### src/rtl/syst_pkg.sv
// ============================================================================
// Module   : syst_pkg
// Brief    : Shared types and lane helpers for the systolic input feeder.
// Revision : 1.0 - initial release
// ============================================================================
`default_nettype none

package syst_pkg;

    localparam int LANES = 4;

    typedef enum logic [0:0] {
        LOAD   = 1'b0,
        STREAM = 1'b1
    } feeder_state_t;

    // Bit offset of a lane inside a packed row word; used for extract and insert.
    function automatic int lane_lsb(input int lane, input int x_width);
        return lane * x_width;
    endfunction

    // Lane k holds a real element on beat t when row t-k exists in the tile.
    function automatic logic lane_active(input int t, input int lane, input int rows);
        return ((t - lane) >= 0) && ((t - lane) < rows);
    endfunction

endpackage

`default_nettype wire

### src/rtl/syst_tile_buf.sv
// ============================================================================
// Module   : syst_tile_buf
// Brief    : TILE_ROWS x WORD tile store, one write port, per-lane row read.
// Revision : 1.0 - initial release
// ============================================================================
`default_nettype none

module syst_tile_buf
    import syst_pkg::*;
#(
    parameter int WORD      = 32,
    parameter int X_WIDTH   = 8,
    parameter int TILE_ROWS = 4,
    parameter int RW        = (TILE_ROWS > 1) ? $clog2(TILE_ROWS) : 1
) (
    input  logic                clk_i,
    input  logic                we_i,
    input  logic [RW-1:0]       wr_row_i,
    input  logic [WORD-1:0]     wr_data_i,
    input  logic [LANES*RW-1:0] rd_rows_i,
    output logic [WORD-1:0]     rd_word_o
);

    logic [WORD-1:0] r_mem [TILE_ROWS];

    always_ff @(posedge clk_i) begin
        if (we_i) begin
            r_mem[wr_row_i] <= wr_data_i;
        end
    end

    // Each lane reads its own row, so one access returns a full skewed beat.
    for (genvar k = 0; k < LANES; k++) begin : g_lane
        assign rd_word_o[lane_lsb(k, X_WIDTH) +: X_WIDTH] =
            r_mem[rd_rows_i[k*RW +: RW]][lane_lsb(k, X_WIDTH) +: X_WIDTH];
    end

endmodule

`default_nettype wire

### src/rtl/syst_feeder.sv
// ============================================================================
// Module   : syst_feeder
// Brief    : Buffers a tile of row words and replays it with diagonal skew.
//            Define SYST_FEEDER_PINGPONG_EN for two banks and gapless tiles.
// Revision : 1.0 - initial release
// ============================================================================
`default_nettype none

module syst_feeder
    import syst_pkg::*;
#(
    parameter int WORD      = 32,
    parameter int X_WIDTH   = 8,
    parameter int TILE_ROWS = 4
) (
    input  logic            clk_i,
    input  logic            rst_i,
    input  logic [WORD-1:0] s_data_i,
    input  logic            s_valid_i,
    output logic            s_ready_o,
    output logic [WORD-1:0] data_o,
    output logic            valid_o,
    output logic            valid_raw_1_o,
    output logic            valid_raw_2_o,
    output logic            valid_raw_3_o,
    output logic            valid_raw_4_o,
    output logic            tile_done_o
);

    localparam int RW        = (TILE_ROWS > 1) ? $clog2(TILE_ROWS) : 1;
    localparam int LAST_BEAT = TILE_ROWS + 2;
    localparam int TW        = $clog2(TILE_ROWS + 3);

    if (WORD != LANES * X_WIDTH) begin : g_bad_word
        $error("syst_feeder: WORD must equal 4*X_WIDTH");
    end
    if (TILE_ROWS < 1) begin : g_bad_rows
        $error("syst_feeder: TILE_ROWS must be at least 1");
    end

    feeder_state_t      r_state, w_state_nxt;
    logic [TW-1:0]      r_t, w_t_nxt;
    logic [RW-1:0]      r_wr_ptr;
    logic               w_xfer, w_load_last, w_last_beat, w_chain;
    logic [LANES*RW-1:0] w_rd_rows;
    logic [LANES-1:0]   w_act;
    logic [WORD-1:0]    w_rd_word, w_beat;
    logic [LANES-1:0]   r_raw;

    assign w_xfer      = s_valid_i & s_ready_o;
    assign w_load_last = w_xfer && (r_wr_ptr == RW'(TILE_ROWS - 1));
    assign w_last_beat = (r_state == STREAM) && (r_t == TW'(LAST_BEAT));

`ifdef SYST_FEEDER_PINGPONG_EN
    logic            r_wr_sel, r_rd_sel;
    logic [1:0]      r_full;
    logic [WORD-1:0] w_word0, w_word1;

    assign s_ready_o = ~r_full[r_wr_sel];
    // The idle bank may complete on the very edge the current stream ends.
    assign w_chain   = r_full[~r_rd_sel] | w_load_last;
    assign w_rd_word = r_rd_sel ? w_word1 : w_word0;

    always_ff @(posedge clk_i or posedge rst_i) begin
        if (rst_i) begin
            r_wr_sel <= 1'b0;
            r_rd_sel <= 1'b0;
            r_full   <= 2'b00;
        end else begin
            if (w_load_last) begin
                r_full[r_wr_sel] <= 1'b1;
                r_wr_sel         <= ~r_wr_sel;
            end
            if (w_last_beat) begin
                r_full[r_rd_sel] <= 1'b0;
                r_rd_sel         <= ~r_rd_sel;
            end
        end
    end

    syst_tile_buf #(.WORD(WORD), .X_WIDTH(X_WIDTH), .TILE_ROWS(TILE_ROWS), .RW(RW)) u_bank0 (
        .clk_i     (clk_i),
        .we_i      (w_xfer & ~r_wr_sel),
        .wr_row_i  (r_wr_ptr),
        .wr_data_i (s_data_i),
        .rd_rows_i (w_rd_rows),
        .rd_word_o (w_word0)
    );

    syst_tile_buf #(.WORD(WORD), .X_WIDTH(X_WIDTH), .TILE_ROWS(TILE_ROWS), .RW(RW)) u_bank1 (
        .clk_i     (clk_i),
        .we_i      (w_xfer & r_wr_sel),
        .wr_row_i  (r_wr_ptr),
        .wr_data_i (s_data_i),
        .rd_rows_i (w_rd_rows),
        .rd_word_o (w_word1)
    );
`else
    assign s_ready_o = (r_state == LOAD);
    assign w_chain   = 1'b0;

    syst_tile_buf #(.WORD(WORD), .X_WIDTH(X_WIDTH), .TILE_ROWS(TILE_ROWS), .RW(RW)) u_bank0 (
        .clk_i     (clk_i),
        .we_i      (w_xfer),
        .wr_row_i  (r_wr_ptr),
        .wr_data_i (s_data_i),
        .rd_rows_i (w_rd_rows),
        .rd_word_o (w_rd_word)
    );
`endif

    // Lane k on beat t reads row t-k; inactive lanes read row 0 and are masked.
    always_comb begin
        w_rd_rows = '0;
        w_act     = '0;
        w_beat    = '0;
        for (int k = 0; k < LANES; k++) begin
            w_act[k] = lane_active(int'(r_t), k, TILE_ROWS);
            if (w_act[k]) begin
                w_rd_rows[k*RW +: RW] = RW'(int'(r_t) - k);
                w_beat[lane_lsb(k, X_WIDTH) +: X_WIDTH] =
                    w_rd_word[lane_lsb(k, X_WIDTH) +: X_WIDTH];
            end
        end
    end

    always_comb begin
        w_state_nxt = r_state;
        w_t_nxt     = r_t;
        case (r_state)
            LOAD: begin
                if (w_load_last) begin
                    w_state_nxt = STREAM;
                    w_t_nxt     = '0;
                end
            end
            STREAM: begin
                if (w_last_beat) begin
                    w_t_nxt = '0;
                    if (!w_chain) begin
                        w_state_nxt = LOAD;
                    end
                end else begin
                    w_t_nxt = r_t + 1'b1;
                end
            end
            default: w_state_nxt = LOAD;
        endcase
    end

    always_ff @(posedge clk_i or posedge rst_i) begin
        if (rst_i) begin
            r_state  <= LOAD;
            r_t      <= '0;
            r_wr_ptr <= '0;
        end else begin
            r_state <= w_state_nxt;
            r_t     <= w_t_nxt;
            if (w_xfer) begin
                r_wr_ptr <= w_load_last ? '0 : r_wr_ptr + 1'b1;
            end
        end
    end

    always_ff @(posedge clk_i or posedge rst_i) begin
        if (rst_i) begin
            data_o      <= '0;
            valid_o     <= 1'b0;
            r_raw       <= '0;
            tile_done_o <= 1'b0;
        end else if (r_state == STREAM) begin
            data_o      <= w_beat;
            valid_o     <= 1'b1;
            r_raw       <= w_act;
            tile_done_o <= w_last_beat;
        end else begin
            data_o      <= '0;
            valid_o     <= 1'b0;
            r_raw       <= '0;
            tile_done_o <= 1'b0;
        end
    end

    assign valid_raw_1_o = r_raw[0];
    assign valid_raw_2_o = r_raw[1];
    assign valid_raw_3_o = r_raw[2];
    assign valid_raw_4_o = r_raw[3];

endmodule

`default_nettype wire

### config.mk
export PLATFORM = sky130hd
export DESIGN_NAME = syst_feeder
export DESIGN_NICKNAME = d
export VERILOG_FILES = /design/src/rtl/syst_pkg.sv /design/src/rtl/syst_tile_buf.sv /design/src/rtl/syst_feeder.sv
export SDC_FILE = /design/constraint.sdc
export NUM_CORES = 1
export LEC_CHECK = 0
export CAP_MARGIN = 20
export CELL_PAD_IN_SITES_DETAIL_PLACEMENT = 1
export CELL_PAD_IN_SITES_GLOBAL_PLACEMENT = 1
export CORE_AREA = 5 5 158 99
export DETAILED_ROUTE_END_ITERATION = 16
export DIE_AREA = 0 0 163 104
export PLACE_DENSITY_LB_ADDON = 0.3
export SLEW_MARGIN = 20
export SYNTH_ARGS = -nofsm -noshare
export SYNTH_HDL_FRONTEND = slang
export SYNTH_SLANG_ARGS = --single-unit
### constraint.sdc
create_clock -name clk_i -period 2.8 [get_ports clk_i]
set_input_delay 0.84 -clock clk_i [delete_from_list [all_inputs] [get_ports clk_i]]
set_output_delay 0.84 -clock clk_i [all_outputs]
set_load 0.01 [all_outputs]
# Yosys cells after proc, flatten, opt, wreduce, memory -nomap -nowiden
# Memory sizes are Yosys's and may differ from the RTL's.
# Index checks and enable logic that the tools add are counted.
# word_totals
register_bits	44
ram_bits	128
in_bits	35
out_inout_bits	39
elab_cells	53
n_memories	1
# mem_list
name	depth	word_bits	rd	rd_ports_with_merged_regs	write_ports	line_no	source
u_bank0.r_mem	4	32	4	0	1	syst_tile_buf.sv:24	logic [WORD-1:0] r_mem [TILE_ROWS];
# op_classes
addsub	5
n_lt_le_gt_ge	8
n_eq_ne	3
muxes	21
bitwise_logic	2
n_reduce_logical	6
# op_table
op	n
$ge A32 B1 Y1 const B	3
$lt A32 B4 Y1 const B	3
$mux W32	1
$mux W8	4
$mux W2	5
$sub A3 B2 Y4 const B	2
$logic_and A1 B1 Y1	6
$mux W1	6
$mux W3	2
$pmux W3 S2	1
$mux W4	1
$sub A3 B1 Y4 const B	1
$add A3 B1 Y3 const B	1
$eq A3 B3 Y1 const B	1
$ge A3 B1 Y1 const B	1
$lt A3 B3 Y1 const B	1
$add A2 B1 Y2 const B	1
$eq A2 B2 Y1 const B	1
$ne A2 B1 Y1 const B	1
$pmux W1 S2	1
$and A1 B1 Y1	1
$not A1 Y1	1

# Depth between registers and ports, before layout
# Gate-level depths: netlist of the first run.
# An unclocked memory read counts as a cell.
# depth
ltp_word	7
depth_mapped	9
ltp_nobuf	6

# Cells and area by module
# A second synthesis of the first run with hierarchy kept.
# hier_totals
hier_cells	315
area_unflattened_um2	6463.7
# modules_own_cells
module	n_inst	cells_each	area_per_inst_um2	seq_area_each_um2
syst_tile_buf	1	172	4660.7	3843.7
syst_feeder	1	143	1803.0	1101.1

# Least setup slack after synthesis of the first run
# OpenSTA, ideal clock, no wires.
# synth_path
path_type	input port to flip-flop
from	input port s_valid_i
to	memory u_bank0.r_mem[3][0], enable pin
setup_ns	0.392
arrival_ns	1.982
required_ns	2.408
slack_ns	0.426
path_stages	2
path_buffers	0
cell_sequence	nor2b_1 > and2_1
# synth_between
elab_chain_cells	3
# synth_rtl
element	line_no	source
from (decl)	syst_feeder.sv:19	input logic s_valid_i,
$and A1 B1 Y1	syst_feeder.sv:50	assign w_xfer = s_valid_i & s_ready_o;
$mux W1	syst_tile_buf.sv:27	if (we_i) begin
$mux W1 (implied by the code)	syst_tile_buf.sv:28	r_mem[wr_row_i] <= wr_data_i;
to (decl)	syst_tile_buf.sv:24	
# No other way between the ends.

# Final worst setup path of the first run
# layout_path
from	register r_t[0]
to	register data_o[30]
# layout_between
elab_chain_cells	7
word_cells_on_any_way	8
classes_between	add/sub (1); order compare (2); mux (3); reduce/logical (1); memory (1)
# layout_rtl
element	line_no	source
from (decl)	syst_feeder.sv:42	logic [TW-1:0] r_t, w_t_nxt;
from (signal assigned)	syst_feeder.sv:158	r_t <= w_t_nxt;
$sub A3 B2 Y4 *	syst_feeder.sv:120	w_rd_rows[k*RW +: RW] = RW'(int'(r_t) - k);
$ge A32 B1 Y1 or $lt A32 B4 Y1 (tied branches)	syst_pkg.sv:24	return ((t - lane) >= 0) && ((t - lane) < rows);
$logic_and A1 B1 Y1	syst_pkg.sv:24	
$mux W2	syst_feeder.sv:119	if (w_act[k]) begin
$mem_v2 Z4 W32	--	
$mux W8 *	syst_feeder.sv:119	
$mux W32 *	syst_feeder.sv:171	end else if (r_state == STREAM) begin
to (signal assigned)	syst_feeder.sv:172	data_o <= w_beat;
to (decl)	syst_feeder.sv:21	output logic [WORD-1:0] data_o,
# Every way passes the cells marked *; elsewhere a longest branch is shown, timed or not.
# A chain may end at the register's enable or synchronous reset.

==> impl_metrics.py, run 1 <==
metrics = {
    "placement": {
        "hpwl_mm": 9.23,
        "portBuffers": 73,
        "place.gp.congestion": 0.744,
    },
    "setup_path": {
        "worst_setup_path_end_kind": "register",
        "worst_path_largest_cell_delay_ns": 0.61,
        "rr_worst_depth": 6,
        "critical_path.top_delay_family": "compound AO/OA/AOI/OAI gates",
        "crit_type": "reg2reg",
        "critPathArrivalTime_ns": 2.76,
        "cp_slowest_cell": "dfrtp_1",
        "critPathMaxFanout": 16,
        "crit_buf_inv": 2,
        "worst_ep_required_time_ns": 3.13,
        "critical_path_depth": 6,
        "crit_chain": "clkinv_1 -> ha_1 -> buf_4 -> a21bo_2 -> a2111o_1 -> a21oi_1",
        "cp-start-kind": "register",
    },
    "sta": {
        "slew_violations": 0,
        "finalHoldViolCount": 0,
        "post-route-min-period_ns": 2.43,
        "grt_setup_unrepaired": "false",
        "max_freq_mhz": 411,
        "relSlewSlack": 0.557,
        "final.setup.tns_ns": 0,
        "tightest_slew_ns": 0.662,
        "setup-violations-final": 0,
        "fin_worst_skew_ns": 0.00904,
        "period_share": 0.869,
    },
    "cts": {
        "htreeDepth": 4,
        "cts_buffer_depth": 2,
        "cts_root_buf": "clkbuf_16",
        "clock-sinks": 172,
        "holdBufCountCts": 0,
        "postCtsSetupBuffers": 0,
        "ctsResizeCount": 0,
        "clk_pin_slew_ns": 0.07,
        "numCtsBuffers": 17,
        "cts_tree": "yes",
        "clk_latency_ns": 0.42,
    },
    "route": {
        "drc": 0,
        "avgViaCountPerCell": 5.29,
        "wl_per_cell_um": 21.3,
        "firstDrtPassIters": 4,
        "wl_mm": 14.2,
        "ant_nets": 0,
        "vias": 3521,
        "drt_iter0_markers": 205,
    },
    "global_routing": {
        "grt_util_met1": 0.242,
        "grt_pass1_vias": 3875,
        "grt_max_degree": 34,
        "grt_use_met2": 0.275,
        "antenna_found_initial": 0,
        "gr-usage-met3": 0.0515,
        "grt_pass1_wl_mm": 22.5,
        "busiest_layer": "met2",
        "overflow": 0,
        "gr-usage-all-layers": 0.176,
    },
    "die": {
        "die_area_um2": 17000,
        "core_area_um2": 14100,
        "die_x_um": 163,
        "rows": 34,
        "dieHeight_um": 104,
        "start_util": 0.456,
        "ios": 74,
    },
    "yosys": {
        "netlist_area_um2": 6430,
        "yosysTopAreaCell": "edfxtp_1",
        "yosys_warnings": 0,
        "synth_most_common_cell": "edfxtp_1",
        "yosysTopAreaCellShare": 0.597,
        "ys_top_cells_by_count": "128 x edfxtp_1, 44 x dfrtp_1, 21 x and2_1, 20 x o21ai_0, 17 x nand2_1",
        "syn_area_per_cell_um2": 17.6,
        "async_flop_share": 0.256,
        "synth_edf_count": 128,
        "synthesis.nets": 411,
        "ys_ff_latch": 172,
        "synth_top_flop_cell": "edfxtp_1",
        "ys_types": 39,
        "ys_seq_area_frac": 0.768,
        "syn-instance-count": 365,
        "synth.area.top_cells": "edfxtp_1 60%, dfrtp_1 17%, mux4_2 5.6%",
    },
    "outcome": {
        "status": "finished clean",
    },
    "final_layout": {
        "drive_above_1_share": 0.152,
        "fin_nets": 501,
        "final_util": 0.572,
        "areaGrowthSynthToFinish_pct": 25.6,
        "antennaDiodeCount": 0,
    },
    "min_path": {
        "hold_depth": 2,
        "hold_class": "reg2reg",
    },
    "job": {
        "maxCapViolCount": 0,
    },
    "power_and_ir_drop": {
        "p_leak_nw": 2.98,
        "power.total_w": 0.00822,
        "vdd.ir_drop.worst_mv": 0.532,
        "power_density_nw_per_um2": 1020,
    },
}
[routing by layer]
metal  part of all wire  wire [µm]  vias to the layer above
met5                  0          0                        -
met4              0.011        161                        0
met3              0.047        667                       13
met2               0.48       6820                       89
met1               0.46       6570                     1841
li1                   -          -                     1578
[kinds of logic (layout without fill, tap and decap cells)]
logic type	count (synthesis)	in the layout	synth area share
AOI/OAI and AO/OA	62	62	0.0614
xor gates and xnor gates	1	1	0.00136
adders and majority gates	11	11	0.0214
buffers and inverters	23	126	0.0159
DFF	172	172	0.768
muxes	24	24	0.0684
and+or+nand+nor	72	72	0.0630
[sequential cells by signal (all words and copies together) (netlist names)]
signal and count:
u_bank0.r_mem 128, data_o 32, r_raw 4, r_t 3, r_wr_ptr 2, r_state 1, tile_done_o 1, valid_o 1
[cell type report]
class	instances	area, µm²
Inverter	9	33.8
Fill cell	1301	6040
Clock inverter	15	186
Timing Repair Buffer	85	858
Sequential cell	172	4940
Clock buffer	17	425
Tap cell	198	248
Multi-Input combinational cell	170	1390
[cells in the final DEF, fill, tap and decap left out, types with 3 or more instances in the layout]
cell,count
edfxtp_1,128
clkdlybuf4s50_1,73
dfrtp_1,44
and2_1,21
o21ai_0,20
nand2_1,17
clkbuf_16,17
mux4_2,16
o22ai_1,14
ha_1,11
nor2_1,10
a21oi_1,9
buf_4,9
mux2i_1,8
o2bb2ai_1,7
or2_2,7
inv_1,6
o211ai_1,5
inv_6,5
o221ai_1,3
clkinv_1,3
bufinv_16,3
buf_12,3
[path summary, 6_finish.rpt]
check                                     startpoint    endpoint  slack [ns]
min in group asynchronous                      rst_i  data_o[26]        0.81
max in group asynchronous                      rst_i      r_t[0]        1.42
worst min-delay path            u_bank0.r_mem[2][26]  data_o[26]        0.55
worst max-delay path                          r_t[0]  data_o[30]        0.37
worst min register to register  u_bank0.r_mem[2][26]  data_o[26]        0.55
worst max register to register                r_t[0]  data_o[30]        0.37
[report_power, final]
part | switching (W) | total (W) | leakage [nW] | internal [W]
Clock | 0.00102 | 0.00244 | 0.302 | 0.00143
Combinational | 0.00129 | 0.00235 | 0.930 | 0.00106
Sequential | 0.000180 | 0.00342 | 1.75 | 0.00324
[metrics by stage]
step | std cells | setup slack, ns | instance area (µm²) | hold WS (ns)
floorplan | 365 | 0.426 | 6430 | 0.349
global placement | 634 | 0.285 | 7470 | 0.511
detailed placement | 634 | 0.222 | 7470 | 0.531
CTS | 666 | 0.369 | 8080 | 0.550
global route | 666 | 0.259 | 8080 | 0.565
finish | 666 | 0.366 | 8080 | 0.553
[worst register-to-register path, cell delays in order (launching register included)]
cell and delay, ns:
dfrtp_1 0.61, clkinv_1 0.19, ha_1 0.38, buf_4 0.21, a21bo_2 0.34, a2111o_1 0.44
a21oi_1 0.18
Power figures use the tool's default switching activity.
==> run 2, diff against run 1 <==
--- a/config.mk
+++ b/config.mk
@@ -11,7 +11,7 @@
 export CORE_AREA = 5 5 158 99
 export DETAILED_ROUTE_END_ITERATION = 16
 export DIE_AREA = 0 0 163 104
-export PLACE_DENSITY_LB_ADDON = 0.3
+export PLACE_DENSITY = 0.88
 export SLEW_MARGIN = 20
 export SYNTH_ARGS = -nofsm -noshare
 export SYNTH_HDL_FRONTEND = slang
==> run 2 against run 1 <==
Compared with the run above:
- clock power up 3%
- combinational power up 7%
- critical path depth down 4
- critical path type is now reg2out
- largest cell class unchanged
==> impl_metrics.py, run 2 (synthesis gave the netlist of run 1 again) <==
metrics = {
    "final_layout": {
        "fillers": 1289,
        "final_util": 0.578,
        "final_area_um2": 8160,
        "multi_input_area_um2": 1390,
        "antennaDiodeCount": 0,
        "largest_registers": "u_bank0.r_mem (128), data_o (32), r_raw (4)",
        "mostFrequentLayoutCell": "edfxtp_1",
        "fin_nets": 507,
        "register_area_um2": 4940,
        "drive_above_1_share": 0.165,
        "largest_register_ff_count": 128,
        "top_register": "u_bank0.r_mem",
        "areaGrowthSynthToFinish_pct": 26.9,
        "layout_common_cells": "128 x edfxtp_1, 73 x clkdlybuf4s50_1, 44 x dfrtp_1",
    },
    "setup_path": {
        "crit_type": "reg2out",
        "crit_chain": "inv_1 -> clkdlybuf4s50_1",
        "critPathArrivalTime_ns": 1.63,
        "worst_setup_path_end_kind": "primary output",
        "worst_ep_required_time_ns": 1.96,
        "r2r_start": "r_t[1]",
        "startpoint": "r_state",
        "reg2reg_slack_ns": 0.48,
        "cp_slowest_cell": "clkdlybuf4s50_1",
        "critPathMaxFanout": 6,
        "cp-start-kind": "register",
        "worst_path_largest_cell_delay_ns": 0.60,
    },
    "global_routing": {
        "grt_max_degree": 25,
        "overflow": 0,
        "busiest_layer": "met2",
        "grt_pass1_vias": 4008,
        "grt_util_met1": 0.261,
        "grt_use_met2": 0.299,
        "antenna_found_initial": 0,
        "grt_pass1_wl_mm": 23.9,
        "gr-usage-met3": 0.0558,
        "gr-usage-all-layers": 0.190,
    },
    "placement": {
        "portBuffers": 73,
        "hpwl_mm": 10.7,
        "place_area_um2": 7530,
        "place.gp.congestion": 0.837,
    },
    "min_path": {
        "holdCritStartpoint": "u_bank0.r_mem[1][15]",
        "hold_class": "reg2reg",
    },
    "die": {
        "die_x_um": 163,
        "dieHeight_um": 104,
        "core_area_um2": 14100,
        "die_area_um2": 17000,
        "start_util": 0.456,
        "ios": 74,
        "rows": 34,
    },
    "cts": {
        "ctsResizeCount": 0,
        "cts_buffer_depth": 2,
        "clk_pin_slew_ns": 0.07,
        "cts_root_buf": "clkbuf_16",
        "postCtsSetupBuffers": 0,
        "clock-sinks": 172,
        "cts_tree": "yes",
        "clk_latency_ns": 0.42,
        "holdBufCountCts": 0,
        "htreeDepth": 4,
        "numCtsBuffers": 17,
    },
    "power_and_ir_drop": {
        "p_leak_nw": 3.01,
        "power.total_w": 0.00844,
        "power_density_nw_per_um2": 1030,
        "vdd.ir_drop.worst_mv": 0.499,
    },
    "route": {
        "avgViaCountPerCell": 5.38,
        "ant_nets": 0,
        "drt_iter0_markers": 295,
        "drc": 0,
        "wl_per_cell_um": 23.1,
        "wl_mm": 15.5,
        "vias": 3617,
        "firstDrtPassIters": 4,
    },
    "sta": {
        "fin_worst_skew_ns": 0.00923,
        "final.setup.tns_ns": 0,
        "period_share": 0.884,
        "relSlewSlack": 0.497,
        "grt_setup_unrepaired": "false",
        "fin_hold_ws_ns": 0.568,
        "slew_violations": 0,
        "finalHoldViolCount": 0,
        "setup-violations-final": 0,
        "tightest_slew_ns": 0.751,
        "max_freq_mhz": 404,
        "post-route-min-period_ns": 2.47,
    },
    "outcome": {
        "status": "finished clean",
    },
    "job": {
        "maxCapViolCount": 0,
    },
}
## run 2: changes by cell type in the layout (fill, tap and decap cells not counted), sizes merged
cell      before  now
clkinvlp       0    4
buf           12   18
clkinv         6    2
inv           15   13
bufinv         3    4
clkbuf        17   18
## run 2: cell type report
type | count | area share
inverter | 9 | 0.00414
sequential | 172 | 0.606
tap | 198 | 0.0303
clock buffer | 18 | 0.0526
timing repair buffer | 91 | 0.112
clock inverter | 14 | 0.0251
multi-input combinational | 170 | 0.170
## run 2: worst paths after layout
path	depth (start not counted)	endpoint
worst min register to register	2	data_o[15]
worst max-delay path	2	s_ready_o
worst max register to register	6	data_o[8]
min in group asynchronous	2	data_o[23]
worst min-delay path	2	data_o[15]
max in group asynchronous	3	data_o[31]
## run 2: routing by layer
layer	vias to the layer above	part of all wire
li1	1592	-
met1	1867	0.43
met2	146	0.49
met3	12	0.070
met4	0	0.0072
met5	-	0
## run 2: stage by stage
stage	instances	setup WS, ns
4_1_cts	672	0.325
3_5_place_dp	640	0.220
3_3_place_gp	640	0.251
5_1_grt	672	0.293
2_1_floorplan	365	0.426
6_report	672	0.326
## run 2: power by group
part	switching (W)	total (W)	internal, W
registers	0.000162	0.00341	0.00324
logic	0.00142	0.00252	0.00111
clock network	0.00100	0.00252	0.00151
## run 2: critical path, delay by kind of cell, from the launching register on
family / cells / cell delay [ns]
flops: 1 / 0.39
buf+inv: 2 / 0.83
